`config.mk`:
```
export PLATFORM = sky130hd
export DESIGN_NAME = fifo_stream_reader
export DESIGN_NICKNAME = d
export VERILOG_FILES = /design/src/rtl/fifo_stream_pkg.sv /design/src/rtl/stream_skid_buf.sv /design/src/rtl/fifo_stream_reader.sv
export SDC_FILE = /design/constraint.sdc
export NUM_CORES = 1
export LEC_CHECK = 0
export BUFFER_PORTS_ARGS = -buffer_cell sky130_fd_sc_hd__clkbuf_2
export CAP_MARGIN = 20
export CELL_PAD_IN_SITES_DETAIL_PLACEMENT = 1
export CELL_PAD_IN_SITES_GLOBAL_PLACEMENT = 1
export CORE_UTILIZATION = 38
export DETAILED_ROUTE_END_ITERATION = 8
export GPL_TIMING_DRIVEN = 1
export PLACE_DENSITY_LB_ADDON = 0.1
export SYNTH_ARGS = -nofsm -noshare
export SYNTH_HDL_FRONTEND = slang
export SYNTH_SLANG_ARGS = --single-unit
```
`constraint.sdc`:
```
create_clock -name clk -period 2.59 [get_ports clk]
set_input_delay 0.259 -clock clk [delete_from_list [all_inputs] [get_ports clk]]
set_output_delay 0.259 -clock clk [all_outputs]
set_load 0.03 [all_outputs]
```
`src/rtl/fifo_stream_pkg.sv`:
```
// Shared constants and sizing helpers for the FIFO stream reader and its
// output buffer.
package fifo_stream_pkg;

  localparam int DEFAULT_DATA_WIDTH = 32;
  localparam int DEFAULT_BUF_DEPTH  = 3;

  // Occupancy counter must represent 0..depth inclusive.
  function automatic int cnt_w(input int depth);
    return $clog2(depth + 1);
  endfunction

  function automatic int ptr_w(input int depth);
    return (depth > 1) ? $clog2(depth) : 1;
  endfunction

endpackage

```
`src/rtl/stream_skid_buf.sv`:
```
// Circular output buffer with push/pop/flush; the head entry is presented
// combinationally so a stalled word stays stable on the output.
module stream_skid_buf
  import fifo_stream_pkg::*;
#(
  parameter int DATA_WIDTH = DEFAULT_DATA_WIDTH,
  parameter int DEPTH      = DEFAULT_BUF_DEPTH
) (
  input  logic                       clk,
  input  logic                       reset,
  input  logic                       flush,
  input  logic                       push,
  input  logic [DATA_WIDTH-1:0]      push_data,
  input  logic                       pop,
  output logic [DATA_WIDTH-1:0]      head_data,
  output logic [cnt_w(DEPTH)-1:0]    count
);

  localparam int PW = ptr_w(DEPTH);
  localparam int CW = cnt_w(DEPTH);

  logic [DATA_WIDTH-1:0] mem [DEPTH];
  logic [PW-1:0]         rd_ptr;
  logic [PW-1:0]         wr_ptr;

  // Pointers wrap explicitly so any depth works, not only powers of two.
  function automatic logic [PW-1:0] next_ptr(input logic [PW-1:0] p);
    return (p == PW'(DEPTH - 1)) ? '0 : p + PW'(1);
  endfunction

  always_ff @(posedge clk) begin
    if (reset) begin
      rd_ptr <= '0;
      wr_ptr <= '0;
      count  <= '0;
      for (int i = 0; i < DEPTH; i++) begin
        mem[i] <= '0;
      end
    end else if (flush) begin
      rd_ptr <= '0;
      wr_ptr <= '0;
      count  <= '0;
    end else begin
      if (push) begin
        mem[wr_ptr] <= push_data;
        wr_ptr      <= next_ptr(wr_ptr);
      end
      if (pop) begin
        rd_ptr <= next_ptr(rd_ptr);
      end
      case ({push, pop})
        2'b10:   count <= count + CW'(1);
        2'b01:   count <= count - CW'(1);
        default: count <= count;
      endcase
    end
  end

  assign head_data = mem[rd_ptr];

endmodule

```
`src/rtl/fifo_stream_reader.sv`:
```
// Drains the async FIFO read port into a valid/ready stream, hiding the FIFO's
// one-cycle read latency behind a credit-managed output buffer.
module fifo_stream_reader
  import fifo_stream_pkg::*;
#(
  parameter int DATA_WIDTH = DEFAULT_DATA_WIDTH,
  parameter int BUF_DEPTH  = DEFAULT_BUF_DEPTH
) (
  input  logic                          clk,
  input  logic                          reset_i,
  input  logic [DATA_WIDTH-1:0]         fifo_q_i,
  input  logic                          fifo_empty_i,
  output logic                          fifo_deq_o,
  input  logic                          flush_i,
  output logic [DATA_WIDTH-1:0]         stream_data_o,
  output logic                          stream_valid_o,
  input  logic                          stream_ready_i,
  output logic [cnt_w(BUF_DEPTH)-1:0]   buf_count_o
);

  localparam int CW = cnt_w(BUF_DEPTH);

  logic          inflight;
  logic          push;
  logic          pop;
  logic [CW:0]   credits_used;

  // Credits count buffered words plus the one still on its way from the FIFO;
  // only registered state feeds the dequeue so ready never reaches fifo_deq_o.
  always_comb begin
    credits_used = {1'b0, buf_count_o} + {{CW{1'b0}}, inflight};
    fifo_deq_o   = !fifo_empty_i && !flush_i && !reset_i &&
                   (credits_used < (CW+1)'(BUF_DEPTH));
  end

  always_ff @(posedge clk) begin
    if (reset_i || flush_i) begin
      inflight <= 1'b0;
    end else begin
      inflight <= fifo_deq_o;
    end
  end

  assign push           = inflight && !flush_i;
  assign stream_valid_o = (buf_count_o != '0);
  assign pop            = stream_valid_o && stream_ready_i && !flush_i;

  stream_skid_buf #(
    .DATA_WIDTH (DATA_WIDTH),
    .DEPTH      (BUF_DEPTH)
  ) u_buf (
    .clk       (clk),
    .reset     (reset_i),
    .flush     (flush_i),
    .push      (push),
    .push_data (fifo_q_i),
    .pop       (pop),
    .head_data (stream_data_o),
    .count     (buf_count_o)
  );

endmodule

```
Word-level counts from Yosys, hierarchy flattened
Memory sizes are Yosys's and may differ from the RTL's. A register that Yosys moved wholly into a read port is not among the register bits. Cells that the tools add are included.

$add $sub $neg: 5. Multipliers: 0. Div/mod/pow operators: 0. Magnitude comparators: 1. Equality and inequality tests: 4. Shift operators: 0. Muxes and demuxes: 14. Bitwise logic cells: 0. Reduce and logical (&&, ||, !) cells: 14.

Operators by type and width (count): 32-bit 2-to-1 mux (1); 32-bit OR reduction (1); 2-bit 2-to-1 mux (5); 1-bit 2-to-1 mux (7); 2-bit by 1-bit adder with 2-bit output, second input constant (3); 2-bit == test, second input constant (3); 1-bit logical AND (6); 2-bit one-hot mux with 2 select lines (1); 2-bit nonzero test (2); 2-bit by 1-bit adder with 3-bit output (1); 1-bit logical NOT (3); 3-bit by 2-bit less-than comparator with 1-bit output, second input constant (1); 2-bit by 1-bit == test with 1-bit output, second input constant (1); 2-bit OR reduction (1); 2-bit by 1-bit subtractor with 2-bit output, second input constant (1); 1-bit logical OR (1).

Register bits after elaboration: 7. Bits in latches: 0. Memory bits (writable): 96. Memory bits (read-only): 0. Input port bits: 37. Word-level logic and storage cells: 43. Memories kept: 1.

Memory list: u_buf.mem (words 3, width 32, read ports 1, clocked after memory_dff 1, wr ports 3, line stream_skid_buf.sv:22) `logic [DATA_WIDTH-1:0] mem [DEPTH];`.

Longest topological paths before layout
Depth after elaboration: 8. Mapped depth: 6. Mapped depth without buffers: 6.

Cells and area by module
A second synthesis with hierarchy kept.

Cell total of the unflattened synthesis: 357. Area total of the unflattened synthesis: 5718.0 sq um.

By module, submodules not included: stream_skid_buf (times used 1, cells an instance 348, area each 5626.6 sq um); fifo_stream_reader (times used 1, cells an instance 9, area each 91.3 sq um).

Worst setup path before layout
No wires, ideal clock.

Kind: register to register. Start point: register inflight. End point: memory u_buf.mem[0][0] (netlist bit), enable pin. Library setup time: 0.394 ns. Arrival: 1.747 ns. Path slack: 0.449 ns. Stages on the path, launching flop included: 5. Buffers on the path: 0. Cell sequence: dfxtp_1 > nor2b_4 > inv_4 > or3_2 > nand2b_1.

RTL lines: start: declaration (line fifo_stream_reader.sv:23) `logic inflight;`; start signal: assignment (line fifo_stream_reader.sv:40) `inflight <= fifo_deq_o;`; end: declaration (line stream_skid_buf.sv:22).

Worst setup path after layout
Start point: register u_buf.count[0]. End point: output port fifo_deq_o.

Word-level cells in the longest chain between the ends: 3.

RTL lines: start: declaration (line stream_skid_buf.sv:16) `output logic [cnt_w(DEPTH)-1:0] count`; start signal: assignment (line stream_skid_buf.sv:52) `2'b10: count <= count + CW'(1);`; start signal: assignment (line stream_skid_buf.sv:53) `2'b01: count <= count - CW'(1);`; start signal: assignment (line stream_skid_buf.sv:54) `default: count <= count;`; 2-bit by 1-bit adder with 3-bit output (line fifo_stream_reader.sv:31) `credits_used = {1'b0, buf_count_o} + {{CW{1'b0}}, inflight};`; 3-bit by 2-bit less-than comparator with 1-bit output (line fifo_stream_reader.sv:33) `(credits_used < (CW+1)'(BUF_DEPTH));`; 1-bit logical AND (line fifo_stream_reader.sv:32) `fifo_deq_o = !fifo_empty_i && !flush_i && !reset_i &&`; end: declaration (line fifo_stream_reader.sv:13) `output logic fifo_deq_o,`.

Every way passes these cells.

==> metrics.md <==
| Metric | Value |
|---|---|
| Worst EP arrival | `1.93 ns` |
| Antenna-violating nets left | `0` |
| Main combinational cell family by area after synthesis | `simple AND/OR/NAND/NOR gates` |
| Cell area after synthesis | `5780 um2` |
| Root Driver | `clkbuf_16` |
| Cts repair resizes | `0` |
| Core Rows | `44` |
| Setup Buffers After CTS | `0` |
| Routability cong. | `0.695` |
| Hold_buf cts | `0` |
| Worst-Skew Late Latency | `0.41 ns` |
| Failing checks | `DRC` |
| Register area share after synthesis | `69.7%` |
| Ant. Diodes | `0` |
| Largest net degree at the start of global routing | `33` |
| Hold Fails Final Rpt | `0` |
| Post-synthesis mux area share | `12.5%` |
| Final nets | `446` |
| DRT iter0 DRCs | `153` |
| Io pins | `73` |
| Top cell type's share of synthesized area | `66.6%` |
| Most frequent cells in the layout | `edfxtp_1, and2_1, clkbuf_2, mux4_2, clkbuf_16` |
| Die span in y | `125 um` |
| Fin crit share | `84.6%` |
| Synth Instances | `318` |
| Sequential Power Share | `48.1%` |
| Max-slew violation count | `0` |
| Vias | `3041` |
| Crit. End Element | `output port` |
| Final Setup Violations | `0` |
| Ys async rst share | `0%` |
| Warnings, synthesis | `0` |
| Synth Register Bits | `137` |
| First-pass GRT wire length | `19100 um` |
| Share of cells above drive strength 1 | `38.0%` |
| P_leak | `0.00256 uW` |
| Via density | `5.05` |
| Post-synthesis adder-cell area fraction | `0.650%` |
| Area Overhead vs Synth | `20.8%` |
| Compound-gate portion of the synthesized area | `1.13%` |
| Setup crit start kind | `flop` |
| All-Layer GR Usage | `16.9%` |
| Global route overflow | `0` |
| Die Wd | `125 um` |
| Hold WC Path Type | `in -> reg` |
| RSZ-0062 raised after global routing | `no` |
| Synth Area in Simple Gates | `13.6%` |
| Area leader, netlist | `edfxtp_1` |
| Initial Util | `39.3%` |
| Status | `complete, but fails checks` |
| Max VDD drop | `0.000450 V` |
| Switching Share | `20.0%` |
| EDFF count, synth | `128` |
| Core area | `14700 um2` |
| Power share of the combinational group | `4.7%` |
| Top_reg_cell synth | `edfxtp_1` |
| CTS tree | `yes` |
| Synth Area in XOR/XNOR | `0.303%` |
| Clk slew on worst S/H paths | `0.05 ns` |
| Internal Power | `4150 uW` |
| Pwr dens | `744 nW/um2` |
| Syn_area_per_cell | `18.2 um2` |
| Number of H-tree levels | `4` |
| PortBufs | `72` |
| Crit Path Max Fanout | `6` |
| Switching pwr | `1040 uW` |
| Most common cell after layout, fill and taps aside | `edfxtp_1` |
| Wire length per cell | `20.0 um` |
| Final worst path period need | `2.19 ns` |
| Fmax | `0.457 GHz` |
| Initial antenna violation count | `1` |
| Crit path required time | `2.33 ns` |
| CTS buffer count | `17` |
| Clock share of power | `47.2%` |
| Drc violations | `4` |
| Relative slew margins | `63.7%` |
| Critical path class | `reg -> out` |
| Setup_tns | `0 ns` |
| DP HPWL | `7480 um` |
| Fill cells | `1408` |
| Synth area leaders | `edfxtp_1, mux4_2, and2_1` |
| CTS max path bufs | `2` |
| Number of global-route vias before repair | `3288` |
| Die area | `15700 um2` |
| Final Skew | `0.00881 ns` |
| WL final | `12000 um` |
| Drt pass-1 iters | `9` |
| Worst-margin pin slew | `0.538 ns` |
| Fin util | `47.5%` |
| Clk sink count | `137` |
| Max_cap viols | `0` |
| Synth Net Count | `358` |
| Yosys cell types | `30` |
## final timing paths
kind | start | end | slack [ns] | cells past startpoint
max | u_buf.count[0]$_SDFFE_PP0P_ | fifo_deq_o | 0.40 | 4
min | fifo_empty_i | inflight$_SDFF_PP0_ | 0.04 | 2
max reg2reg | u_buf.count[0]$_SDFFE_PP0P_ | u_buf.count[1]$_SDFFE_PP0P_ | 0.76 | 5
min reg2reg | u_buf.rd_ptr[1]$_SDFFE_PP0P_ | flop | 0.50 | 2
## critical path, cell delays in order, from the launching register on
cell       delay, ns
dfxtp_1         0.37
ha_1            0.22
ha_1            0.31
a2111oi_2       0.35
clkbuf_2        0.26
## cells by family (layout without fill, tap and decap cells)
| family | Yosys count | in the layout |
|---|---|---|
| simple gates | 117 | 117 |
| xor+xnor | 2 | 2 |
| buf+inv | 18 | 118 |
| flops | 137 | 137 |
| compound gates | 9 | 9 |
| fa+ha+maj | 3 | 3 |
| mux | 32 | 32 |
## sequential cells by signal, summed over array words and instances (netlist names), named ones only
name / flops
inflight: 1
u_buf.wr_ptr: 2
u_buf.mem: 128
u_buf.count: 2
u_buf.rd_ptr: 2
## stage by stage
stage               worst slack (ns)  instance area, um2  instances  power, uW  hold WS [ns]
global placement               0.844                6390        571       2790         0.459
finish                         0.400                6980        602       5190        0.0446
detailed placement             0.753                6390        571       2800         0.465
CTS                            0.362                6980        602       5240        0.0249
global route                   0.276                6980        602       5340        0.0310
floorplan                      0.449                5780        318       2670         0.328
## layout make-up
class / count / area [um2] / area share (%)
clock buffer: 19 / 433 / 6.21
clock inverter: 12 / 156 / 2.24
inverter: 1 / 6.26 / 0.0897
multi-input combinational: 163 / 1630 / 23.4
sequential: 137 / 4030 / 57.7
tap: 184 / 230 / 3.30
timing repair buffer: 86 / 490 / 7.03
## power groups by stage
| stage | logic [uW] | registers [uW] | clock network (uW) |
|---|---|---|---|
| 6_report | 246 | 2500 | 2450 |
| 5_1_grt | 265 | 2500 | 2570 |
| 4_1_cts | 253 | 2500 | 2490 |
| 3_5_place_dp | 252 | 2540 | 0 |
| 3_3_place_gp | 248 | 2540 | 0 |
| 2_1_floorplan | 139 | 2540 | 0 |
## per-layer routing
layer  wire length (um)  vias to the layer above  share of wire, %  global-route usage (%)
met2               6080                       65                51                    27.5
met4                164                        2               1.4                    7.53
met5                 11                        -             0.091                       0
met3                511                       13               4.2                    4.15
met1               5260                     1572                44                    21.4
li1                   -                     1389                 -                       -
## synthesized netlist by cell type, types with 2 or more instances
master / number
ha_1: 3
buf_1: 3
nand2_1: 4
dfxtp_1: 9
buf_2: 4
or3_1: 2
buf_6: 6
and2_1: 94
nor4b_4: 2
clkbuf_1: 3
or2_2: 2
o21ai_0: 2
a2111oi_2: 2
mux4_2: 32
nand2b_1: 2
nor2_1: 2
and2_2: 2
a21oi_1: 5
edfxtp_1: 128
Power figures use the tool's default switching activity.
